==> config.mk <==
export PLATFORM = sky130hd
export DESIGN_NAME = cpu_control
export DESIGN_NICKNAME = d
export VERILOG_FILES = /design/src/rtl/cpu_control.sv
export SDC_FILE = /design/constraint.sdc
export NUM_CORES = 1
export LEC_CHECK = 0
export CAP_MARGIN = 20
export CORE_MARGIN = 2
export CORE_UTILIZATION = 42
export CTS_CLUSTER_SIZE = 28
export DETAILED_ROUTE_END_ITERATION = 10
export DONT_BUFFER_PORTS = 1
export REMOVE_ABC_BUFFERS = 1
export SETUP_SLACK_MARGIN = 0.1
export SLEW_MARGIN = 30
export SYNTH_ARGS = -nofsm -noshare
export SYNTH_HDL_FRONTEND = slang
export SYNTH_SLANG_ARGS = --single-unit
export TNS_END_PERCENT = 30
==> constraint.sdc <==
create_clock -name clk -period 3.84 [get_ports clk]
set_clock_uncertainty 0.2 [all_clocks]
set_input_delay 0.384 -clock clk [delete_from_list [all_inputs] [get_ports clk]]
set_output_delay 0.384 -clock clk [all_outputs]
set_load 0.005 [all_outputs]
==> src/rtl/cpu_control.sv <==
// cpu_control: multicycle control FSM for the 16-bit CPU.
// Consumes opcode, immediate bit and N/Z flags from the datapath and drives every datapath
// strobe plus the memory enables. Outputs depend only on (state, i_instr, i_imm).
`timescale 1ns / 1ps

module cpu_control (
  input  logic       clk,
  input  logic       rst,
  input  logic [3:0] i_instr,
  input  logic       i_imm,
  input  logic       i_N,
  input  logic       i_Z,
  output logic       o_PC_write,
  output logic       o_Addr_sel,
  output logic       o_mem_rd,
  output logic       o_mem_wr,
  output logic       o_MDR_load,
  output logic       o_IR_load,
  output logic       o_OpA_sel,
  output logic       o_OpAB_load,
  output logic [1:0] o_ALU_1_sel,
  output logic [1:0] o_ALU_2_sel,
  output logic [1:0] o_ALUop_sel,
  output logic       o_ALU_out,
  output logic       o_RF_write,
  output logic       o_Reg_in,
  output logic       o_Flag_write,
  output logic       o_RF_write_call,
  output logic       o_mov_hi,
  output logic       o_halted
);

  localparam logic [3:0] OpMv   = 4'b0000;
  localparam logic [3:0] OpAdd  = 4'b0001;
  localparam logic [3:0] OpSub  = 4'b0010;
  localparam logic [3:0] OpCmp  = 4'b0011;
  localparam logic [3:0] OpLd   = 4'b0100;
  localparam logic [3:0] OpSt   = 4'b0101;
  localparam logic [3:0] OpMvhi = 4'b0110;
  localparam logic [3:0] OpJ    = 4'b1000;
  localparam logic [3:0] OpJz   = 4'b1001;
  localparam logic [3:0] OpJn   = 4'b1010;
  localparam logic [3:0] OpCall = 4'b1100;

  // ALU input/operation encodings
  localparam logic [1:0] Alu1Pc    = 2'b00;
  localparam logic [1:0] Alu1OpA   = 2'b01;
  localparam logic [1:0] Alu1Zero  = 2'b11;
  localparam logic [1:0] Alu2OpB   = 2'b00;
  localparam logic [1:0] Alu2Two   = 2'b01;
  localparam logic [1:0] Alu2Imm8  = 2'b10;
  localparam logic [1:0] Alu2Imm11 = 2'b11;
  localparam logic [1:0] AluAdd    = 2'b00;
  localparam logic [1:0] AluSub    = 2'b01;
  localparam logic [1:0] AluPassA  = 2'b10;

  typedef enum logic [3:0] {
    StReset,
    StFetch,
    StFetch2,
    StDecode,
    StExecAlu,
    StExecMv,
    StExecMvhi,
    StWb,
    StExecLd,
    StLdWait,
    StLdWb,
    StExecSt,
    StJump,
    StCallLink,
    StCallJump,
    StHalt
  } state_e;

  state_e state_q, state_d;

  // State register; reset forces RESET immediately so every strobe drops at once.
  always_ff @(posedge clk or posedge rst) begin
    if (rst) begin
      state_q <= StReset;
    end else begin
      state_q <= state_d;
    end
  end

  // Next-state sequencing.
  always_comb begin
    state_d = state_q;
    unique case (state_q)
      StReset:  state_d = StFetch;
      StFetch:  state_d = StFetch2;
      StFetch2: state_d = StDecode;
      StDecode: begin
        case (i_instr)
          OpAdd, OpSub, OpCmp: state_d = StExecAlu;
          OpMv:                state_d = StExecMv;
          OpMvhi:              state_d = StExecMvhi;
          OpLd:                state_d = StExecLd;
          OpSt:                state_d = StExecSt;
          OpJ:                 state_d = StJump;
          OpJz:                state_d = i_Z ? StJump : StFetch;
          OpJn:                state_d = i_N ? StJump : StFetch;
          OpCall:              state_d = StCallLink;
          default:             state_d = StHalt;
        endcase
      end
      StExecAlu:  state_d = (i_instr == OpCmp) ? StFetch : StWb;
      StExecMv:   state_d = StWb;
      StExecMvhi: state_d = StWb;
      StWb:       state_d = StFetch;
      StExecLd:   state_d = StLdWait;
      StLdWait:   state_d = StLdWb;
      StLdWb:     state_d = StFetch;
      StExecSt:   state_d = StFetch;
      StJump:     state_d = StFetch;
      StCallLink: state_d = StCallJump;
      StCallJump: state_d = StFetch;
      StHalt:     state_d = StHalt;
    endcase
  end

  // Strobe decode per state.
  always_comb begin
    o_PC_write      = 1'b0;
    o_Addr_sel      = 1'b1;
    o_mem_rd        = 1'b0;
    o_mem_wr        = 1'b0;
    o_MDR_load      = 1'b0;
    o_IR_load       = 1'b0;
    o_OpA_sel       = 1'b0;
    o_OpAB_load     = 1'b0;
    o_ALU_1_sel     = Alu1Pc;
    o_ALU_2_sel     = Alu2OpB;
    o_ALUop_sel     = AluAdd;
    o_ALU_out       = 1'b0;
    o_RF_write      = 1'b0;
    o_Reg_in        = 1'b0;
    o_Flag_write    = 1'b0;
    o_RF_write_call = 1'b0;
    o_mov_hi        = 1'b0;
    o_halted        = 1'b0;
    unique case (state_q)
      StReset: o_Addr_sel = 1'b0;
      StFetch: begin
        o_mem_rd    = 1'b1;
        o_ALU_1_sel = Alu1Pc;
        o_ALU_2_sel = Alu2Two;
        o_ALUop_sel = AluAdd;
        o_PC_write  = 1'b1;
      end
      StFetch2: o_IR_load = 1'b1;
      StDecode: o_OpAB_load = 1'b1;
      StExecAlu: begin
        o_ALU_1_sel  = Alu1OpA;
        o_ALU_2_sel  = i_imm ? Alu2Imm8 : Alu2OpB;
        o_ALUop_sel  = (i_instr == OpAdd) ? AluAdd : AluSub;
        o_ALU_out    = 1'b1;
        o_Flag_write = 1'b1;
      end
      StExecMv: begin
        o_ALU_1_sel = Alu1Zero;
        o_ALU_2_sel = i_imm ? Alu2Imm8 : Alu2OpB;
        o_ALUop_sel = AluAdd;
        o_ALU_out   = 1'b1;
      end
      StExecMvhi: begin
        o_ALU_out = 1'b1;
        o_mov_hi  = 1'b1;
      end
      StWb: o_RF_write = 1'b1;
      StExecLd: begin
        o_Addr_sel = 1'b0;
        o_mem_rd   = 1'b1;
      end
      StLdWait: o_MDR_load = 1'b1;
      StLdWb: begin
        o_RF_write = 1'b1;
        o_Reg_in   = 1'b1;
      end
      StExecSt: begin
        o_Addr_sel = 1'b0;
        o_mem_wr   = 1'b1;
      end
      StJump, StCallJump: begin
        o_PC_write = 1'b1;
        if (i_imm) begin
          o_ALU_1_sel = Alu1Pc;
          o_ALU_2_sel = Alu2Imm11;
          o_ALUop_sel = AluAdd;
        end else begin
          o_ALU_1_sel = Alu1OpA;
          o_ALUop_sel = AluPassA;
        end
        // R7 takes the link latched in CALL_LINK; opA was captured in DECODE, so callr r7
        // still jumps to the old R7.
        if (state_q == StCallJump) begin
          o_RF_write      = 1'b1;
          o_RF_write_call = 1'b1;
        end
      end
      StCallLink: begin
        o_ALU_1_sel = Alu1Pc;
        o_ALUop_sel = AluPassA;
        o_ALU_out   = 1'b1;
      end
      StHalt: begin
        o_Addr_sel = 1'b0;
        o_halted   = 1'b1;
      end
    endcase
  end

endmodule
== Yosys cells after proc, flatten, opt, wreduce, memory -nomap -nowiden ==
Index checks and enable logic that the tools add are counted.

* Word-level logic and storage cells: 66
* Input port bits: 9
* Bits in registers: 4
* Output and inout bits: 21

* Equal/unequal tests: 25
* Reductions and logical operators: 12
* Mux-type cells: 28

{| class="wikitable"
|+ Operator list
! cell !! count
|-
| $eq 4x4->1 const B || 12
|-
| $pmux 4 s10 || 1
|-
| $pmux 4 s9 || 1
|-
| $eq 4x3->1 const B || 7
|-
| $pmux 2 s3 || 3
|-
| $eq 4x2->1 const B || 4
|-
| $mux 1 || 16
|-
| $reduce_or 2->1 || 5
|-
| $eq 4x1->1 const B || 2
|-
| $logic_not 4->1 || 2
|-
| $mux 4 || 2
|-
| $reduce_or 4->1 || 2
|-
| $mux 2 || 3
|-
| $reduce_or 3->1 || 2
|-
| $reduce_or 6->1 || 1
|-
| $mux 3 || 1
|-
| $pmux 1 s2 || 1
|}

== Longest topological paths before layout ==
Gate-level depths: netlist of run 1.

* Depth after elaboration: 4
* Mapped depth: 5
* Depth with buffers taken out: 3

== Worst setup path after synthesis of run 1 ==
No wires, ideal clock.

* Kind: register to output
* From: register state_q[0]
* To: output port o_ALUop_sel[0]
* Data required time: 3256 ps
* Stages on the path, launching flop included: 5
* Setup slack: 2128 ps
* Buffers on the path: 2
* Arrival time: 1128 ps
* Cells stage by stage: dfrtp_1 -> buf_2 -> buf_2 -> nor3_1 -> o41a_1

* Cells in the longest elaborated chain, start to end: 3
* Elaborated cells between the ends (all ways): 6
* Those cells by class: eq/ne: 4; mux: 1; reduce/logical: 1

{| class="wikitable"
|+ Ends and longest elaborated chain
! item !! RTL line !! text
|-
| from (decl) || 76 || <nowiki>state_e state_q, state_d;</nowiki>
|-
| from (signal assigned) || 81 || <nowiki>state_q <= StReset;</nowiki>
|-
| from (signal assigned) || 83 || <nowiki>state_q <= state_d;</nowiki>
|-
| $eq 4x4->1 || 143 || <nowiki>unique case (state_q)</nowiki>
|-
| $reduce_or 2->1 || 143 ||
|-
| $pmux 2 s3 (*) || 143 ||
|-
| to (decl) || 23 || <nowiki>output logic [1:0] o_ALUop_sel,</nowiki>
|}

Every way passes the cells marked *; elsewhere a longest branch is shown, timed or not.

== Worst setup path after layout of run 1 ==
* From: register state_q[3]
* To: output port o_ALUop_sel[0]

Same word-level chain as after synthesis.

==> flow_metrics.py, run 1 <==
metrics = {
    "timing": {
        "fmax_mhz": 469,
        "finalSetupViolations": 0,
        "post-route-period-util_pct": 55.6,
        "period_minus_slack_ns": 2.13,
        "slew_viol_final": 0,
        "fin_ws_ns": 1.71,
        "worst_slew_pin_slew_ns": 0.510,
        "rsz0062_at_grt": "no",
        "final_hold_viol_count": 0,
        "setup_tns_ns": 0,
        "relSlewSlack_pct": 66.0,
    },
    "finish": {
        "areaGrowthSynthToFinish_pct": 0.431,
        "seq_area_sq_um": 100,
        "fillCellCount": 147,
        "largest_reg_flops": 4,
        "n_antenna_cell": 0,
        "layout_commonest_cell": "nor2_1",
        "top_register": "state_q",
        "mostFrequentLayoutCells": "nor2_1, inv_1, nand2b_1",
        "largestRegisters": "state_q: 4 flops",
        "nNetsFinal": 92,
        "drive_above_1_share_pct": 4.94,
        "multi_input_area_sq_um": 405,
    },
    "floorplan": {
        "rows": 13,
        "die_height_um": 41.2,
        "start_util_pct": 44.6,
        "die_area_sq_um": 1700,
        "core-area_sq_um": 1300,
        "fp.dieW_um": 41.2,
        "ios": 30,
    },
    "yosys": {
        "syn_area_per_cell_sq_um": 6.67,
        "synthArstFlopShare_pct": 100,
        "syn_inst": 87,
        "syn_area_sq_um": 581,
        "ys_types": 38,
        "synth-edff-count": 0,
        "synth_flop_cell": "dfrtp_1",
        "ys_seq_elements": 4,
        "yosysSeqAreaShare_pct": 17.2,
        "yosys_warnings": 0,
    },
    "setup_path": {
        "crit_path_cell_trace": "nand2b_1, nor3_1, o41a_1",
        "cp_slowest_cell": "dfrtp_1",
        "worstSetupPathType": "flop to output pin",
        "worst-path-max-fanout": 14,
        "slowest_delay_ns": 0.52,
        "worst-path-buf-inv": 0,
        "required_ns": 3.26,
        "cp-end-kind": "output pin",
        "path_delay_family": "simple AND/OR/NAND/NOR gates",
        "critPathArrivalTime_ns": 1.55,
        "cp-start-kind": "flop",
    },
    "global_route": {
        "overflow": 0,
        "track_usage_pct": 18.9,
        "grt_pass1_vias": 481,
        "antenna_found_initial": 0,
        "grt_pass1_wl_um": 2130,
        "grt_max_degree": 19,
    },
    "job": {
        "drv_cap": 0,
    },
    "routing": {
        "vias": 593,
        "dr.pass1.iters": 4,
        "routed_wl_um": 1360,
        "viasPerCell": 6.18,
        "drc": 0,
        "drtAntennaViolNets": 0,
        "wl_per_cell_um": 14.2,
        "drt_iter0_markers": 13,
    },
    "outcome": {
        "status": "completed",
    },
    "cts": {
        "cts_max_level": 1,
        "numCtsBuffers": 3,
        "cts_hold_buf": 1,
        "cts_setup_buffers": 0,
        "clock_sinks": 4,
        "insertion_delay_ns": 0.23,
        "cts_resized": 0,
        "clk_path_buf_depth": 2,
        "tritoncts": "yes",
        "clockRootBuffer": "clkbuf_4",
        "cts.clk_slew.worst_paths_ns": 0.04,
    },
    "power": {
        "p_per_area_nw_per_um2": 692,
        "total_leakage_power_nw": 0.232,
        "peakVddDrop_v": 0.000243,
    },
    "hold_path": {
        "holdCritPathClass": "primary input to flop",
    },
    "placement": {
        "place_ws_ns": 1.96,
        "port_buffers": 0,
        "place_congestion": 0.817,
        "dp_hpwl_um": 1000,
    },
}
## per-stage QoR
stage	instance area (sq um)	power [mW]	util [%]	std cells	hold WS (ns)
after global placement	551	0.353	42.3	92	-0.0366
after detailed placement	551	0.352	42.3	92	-0.0317
after floorplan	532	0.301	-	77	-0.0499
after global routing	583	0.447	44.8	96	0.236
final	583	0.403	44.8	96	0.204
after CTS	583	0.408	44.8	96	0.194
## final timing paths
path / from / endpoint / slack, ns / depth (start not counted)
worst min-delay path: i_instr[2] / state_q[3] / 0.20 / 2
worst max register to register: state_q[0] / state_q[2] / 2.08 / 3
min in group asynchronous: rst / state_q[2] / 0.27 / 2
worst min register to register: state_q[3] / state_q[3] / 0.58 / 2
worst max-delay path: state_q[3] / o_ALUop_sel[0] / 1.71 / 3
max in group asynchronous: rst / state_q[1] / 3.02 / 2
## cells by family (layout without fill, tap and decap cells)
kind of cell / count (synthesis) / in the layout / synth area share, %
flip-flops: 4 / 4 / 17.2
XOR/XNOR: 1 / 1 / 1.51
other: 1 / 1 / 0.646
AO/OA/AOI/OAI: 23 / 23 / 27.8
AND/OR/NAND/NOR: 41 / 41 / 39.9
buffers and inverters: 17 / 11 / 12.9
## area by class of cell
type | instances | area share (%)
well taps | 15 | 3.22
flip-flops and latches | 4 | 17.2
repair buffers | 1 | 1.72
clock buffers | 3 | 3.86
inverters | 7 | 4.51
multi-input cells | 66 | 69.5
## power breakdown
part	switching (mW)	total [mW]	internal, mW	leakage (nW)
registers	0.0711	0.132	0.0613	0.0475
logic	0.115	0.220	0.104	0.170
clock network	0.0162	0.0511	0.0349	0.0138
total	0.203	0.403	0.201	0.232
## metal layers
metal  GRT usage [%]  up-vias  routed length, um
li1                -      299                  -
met1            26.6      272                593
met2            26.2       22                643
met3            3.26        0                124
met4            11.3        0                  0
met5               0        -                  0
## cell usage after synthesis (all sizes together) (3+ instances only)
library cell / n / area [sq um]
a21oi: 4 / 20.0
nor2: 11 / 41.3
clkbuf: 3 / 11.3
nor3: 4 / 20.0
dfrtp: 4 / 100
inv: 7 / 26.3
buf: 7 / 37.5
nand2b: 6 / 37.5
and3: 3 / 18.8
o21ai: 5 / 25.0
nand2: 4 / 15.0
No activity file was read; power rests on OpenSTA's default activity.
==> run 2: changes to the inputs <==
==> constraint.sdc (replaced) <==
create_clock -name clk -period 2 [get_ports clk]
set_clock_uncertainty 0.2 [all_clocks]
set_input_delay 0.2 -clock clk [delete_from_list [all_inputs] [get_ports clk]]
set_output_delay 0.2 -clock clk [all_outputs]
set_load 0.005 [all_outputs]
==> flow_metrics.py, run 2 (synthesis results as in run 1) <==
metrics = {
    "outcome": {
        "status": "completed",
    },
    "cts": {
        "tritoncts": "yes",
        "cts_max_level": 1,
        "numCtsBuffers": 3,
        "clk_path_buf_depth": 2,
        "clockRootBuffer": "clkbuf_4",
        "insertion_delay_ns": 0.23,
        "cts.clk_slew.worst_paths_ns": 0.04,
        "clock_sinks": 4,
    },
    "finish": {
        "mostFrequentLayoutCells": "nor2_1, inv_1, nand2b_1",
        "top_register": "state_q",
        "nNetsFinal": 95,
        "areaGrowthSynthToFinish_pct": 4.31,
        "n_antenna_cell": 0,
        "largest_reg_flops": 4,
        "layout_commonest_cell": "nor2_1",
        "largestRegisters": "state_q: 4 flops",
        "drive_above_1_share_pct": 8.33,
    },
    "routing": {
        "drc": 0,
        "drtAntennaViolNets": 0,
        "vias": 598,
        "viasPerCell": 6.04,
        "wl_per_cell_um": 15.6,
        "drt_iter0_markers": 19,
        "dr.pass1.iters": 4,
        "routed_wl_um": 1540,
    },
    "global_route": {
        "overflow": 0,
        "grt_max_degree": 16,
        "busiest_layer": "met2",
        "grt_pass1_vias": 463,
        "grt_use_met1_pct": 28.3,
        "grt_pass1_wl_um": 2180,
        "track_usage_pct": 19.4,
        "antenna_found_initial": 0,
        "grt_use_met2_pct": 30.1,
        "gr-usage-met3_pct": 1.63,
    },
    "timing": {
        "final_hold_viol_count": 0,
        "setup_tns_ns": 0,
        "slew_viol_final": 0,
        "fin_ws_ns": 0.193,
        "post-route-period-util_pct": 90.4,
        "finalSetupViolations": 0,
        "fmax_mhz": 553,
        "period_minus_slack_ns": 1.81,
        "rsz0062_at_grt": "no",
    },
    "placement": {
        "place_ws_ns": 0.367,
        "dp_hpwl_um": 1110,
        "port_buffers": 0,
        "place_congestion": 0.773,
    },
    "floorplan": {
        "start_util_pct": 44.6,
        "rows": 13,
        "core-area_sq_um": 1300,
        "ios": 30,
        "die_height_um": 41.2,
        "fp.dieW_um": 41.2,
        "die_area_sq_um": 1700,
    },
    "power": {
        "total_leakage_power_nw": 0.246,
        "peakVddDrop_v": 0.000688,
        "sequentialPowerShare_pct": 24.3,
        "switching_share_pct": 49.7,
        "combPwrFrac_pct": 63.7,
        "p_per_area_nw_per_um2": 1370,
        "switching_power_mw": 0.412,
        "p_clk_share_pct": 12.0,
        "p_int_mw": 0.418,
    },
    "setup_path": {
        "critPathArrivalTime_ns": 1.41,
        "worst-path-max-fanout": 15,
        "required_ns": 1.60,
        "slowest_delay_ns": 0.60,
        "cp-end-kind": "output pin",
        "worstSetupPathType": "flop to output pin",
        "cp-start-kind": "flop",
        "crit_path_cell_trace": "nand2_1, or2_1, inv_1",
        "cp_slowest_cell": "dfrtp_1",
    },
    "hold_path": {
        "holdCritPathClass": "primary input to flop",
    },
    "job": {
        "drv_cap": 0,
    },
}
[run 2: changes by cell type in the layout (fill, tap and decap cells not counted), sizes merged]
| cell | previous run | this run |
|---|---|---|
| buf | 0 | 3 |
[run 2: worst paths after layout]
check                      startpoint          end  slack, ns  cells past startpoint
min in group asynchronous         rst   state_q[3]       0.09                      2
max                        state_q[1]  o_OpAB_load       0.19                      3
max in group asynchronous         rst   state_q[1]       1.37                      2
min                        i_instr[3]   state_q[0]       0.03                      2
min reg2reg                state_q[0]   state_q[0]       0.49                      1
max reg2reg                state_q[1]   state_q[3]       0.25                      3
[run 2: critical path: cells and delay by family (launching register included)]
| family | cells | cell delay, ns |
|---|---|---|
| buf+inv | 1 | 0.08 |
| flops | 1 | 0.60 |
| simple gates | 2 | 0.49 |
[run 2: cell type report]
cell class / instances / area (sq um)
well taps: 15 / 18.8
fillers: 159 / 696
multi-input cells: 66 / 405
inverters: 7 / 26.3
clock buffers: 3 / 22.5
flip-flops and latches: 4 / 100
repair buffers: 4 / 32.5
[run 2: metrics by stage]
stage | hold slack [ns] | utilization, % | instance area, sq um | power, mW | cells
6_report | 0.0339 | 46.5 | 606 | 0.830 | 99
5_1_grt | 0.0363 | 46.5 | 606 | 0.896 | 99
2_1_floorplan | -0.234 | - | 532 | 0.578 | 77
4_1_cts | 0.0227 | 46.5 | 606 | 0.829 | 99
3_3_place_gp | -0.222 | 44.0 | 573 | 0.713 | 95
3_5_place_dp | -0.219 | 44.0 | 573 | 0.722 | 95
[run 2: what timing repair did]
action,4_1_cts,5_1_grt
hold buffers,1,0
resized for setup,0,0
buffers inserted,0,0
endpoints found under the hold margin,4,0
[run 2: per-layer routing]
metal | part of all wire, % | up-vias
met5 | 0 | -
met4 | 0 | 0
met3 | 5.2 | 0
met2 | 45 | 23
met1 | 50 | 272
li1 | - | 303
[run 2: power by group through the flow]
| stage | registers [mW] | clock network [mW] | logic (mW) |
|---|---|---|---|
| floorplan | 0.215 | 0 | 0.363 |
| global placement | 0.196 | 0 | 0.517 |
| detailed placement | 0.199 | 0 | 0.523 |
| CTS | 0.198 | 0.103 | 0.528 |
| global route | 0.206 | 0.108 | 0.581 |
| finish | 0.202 | 0.0996 | 0.529 |
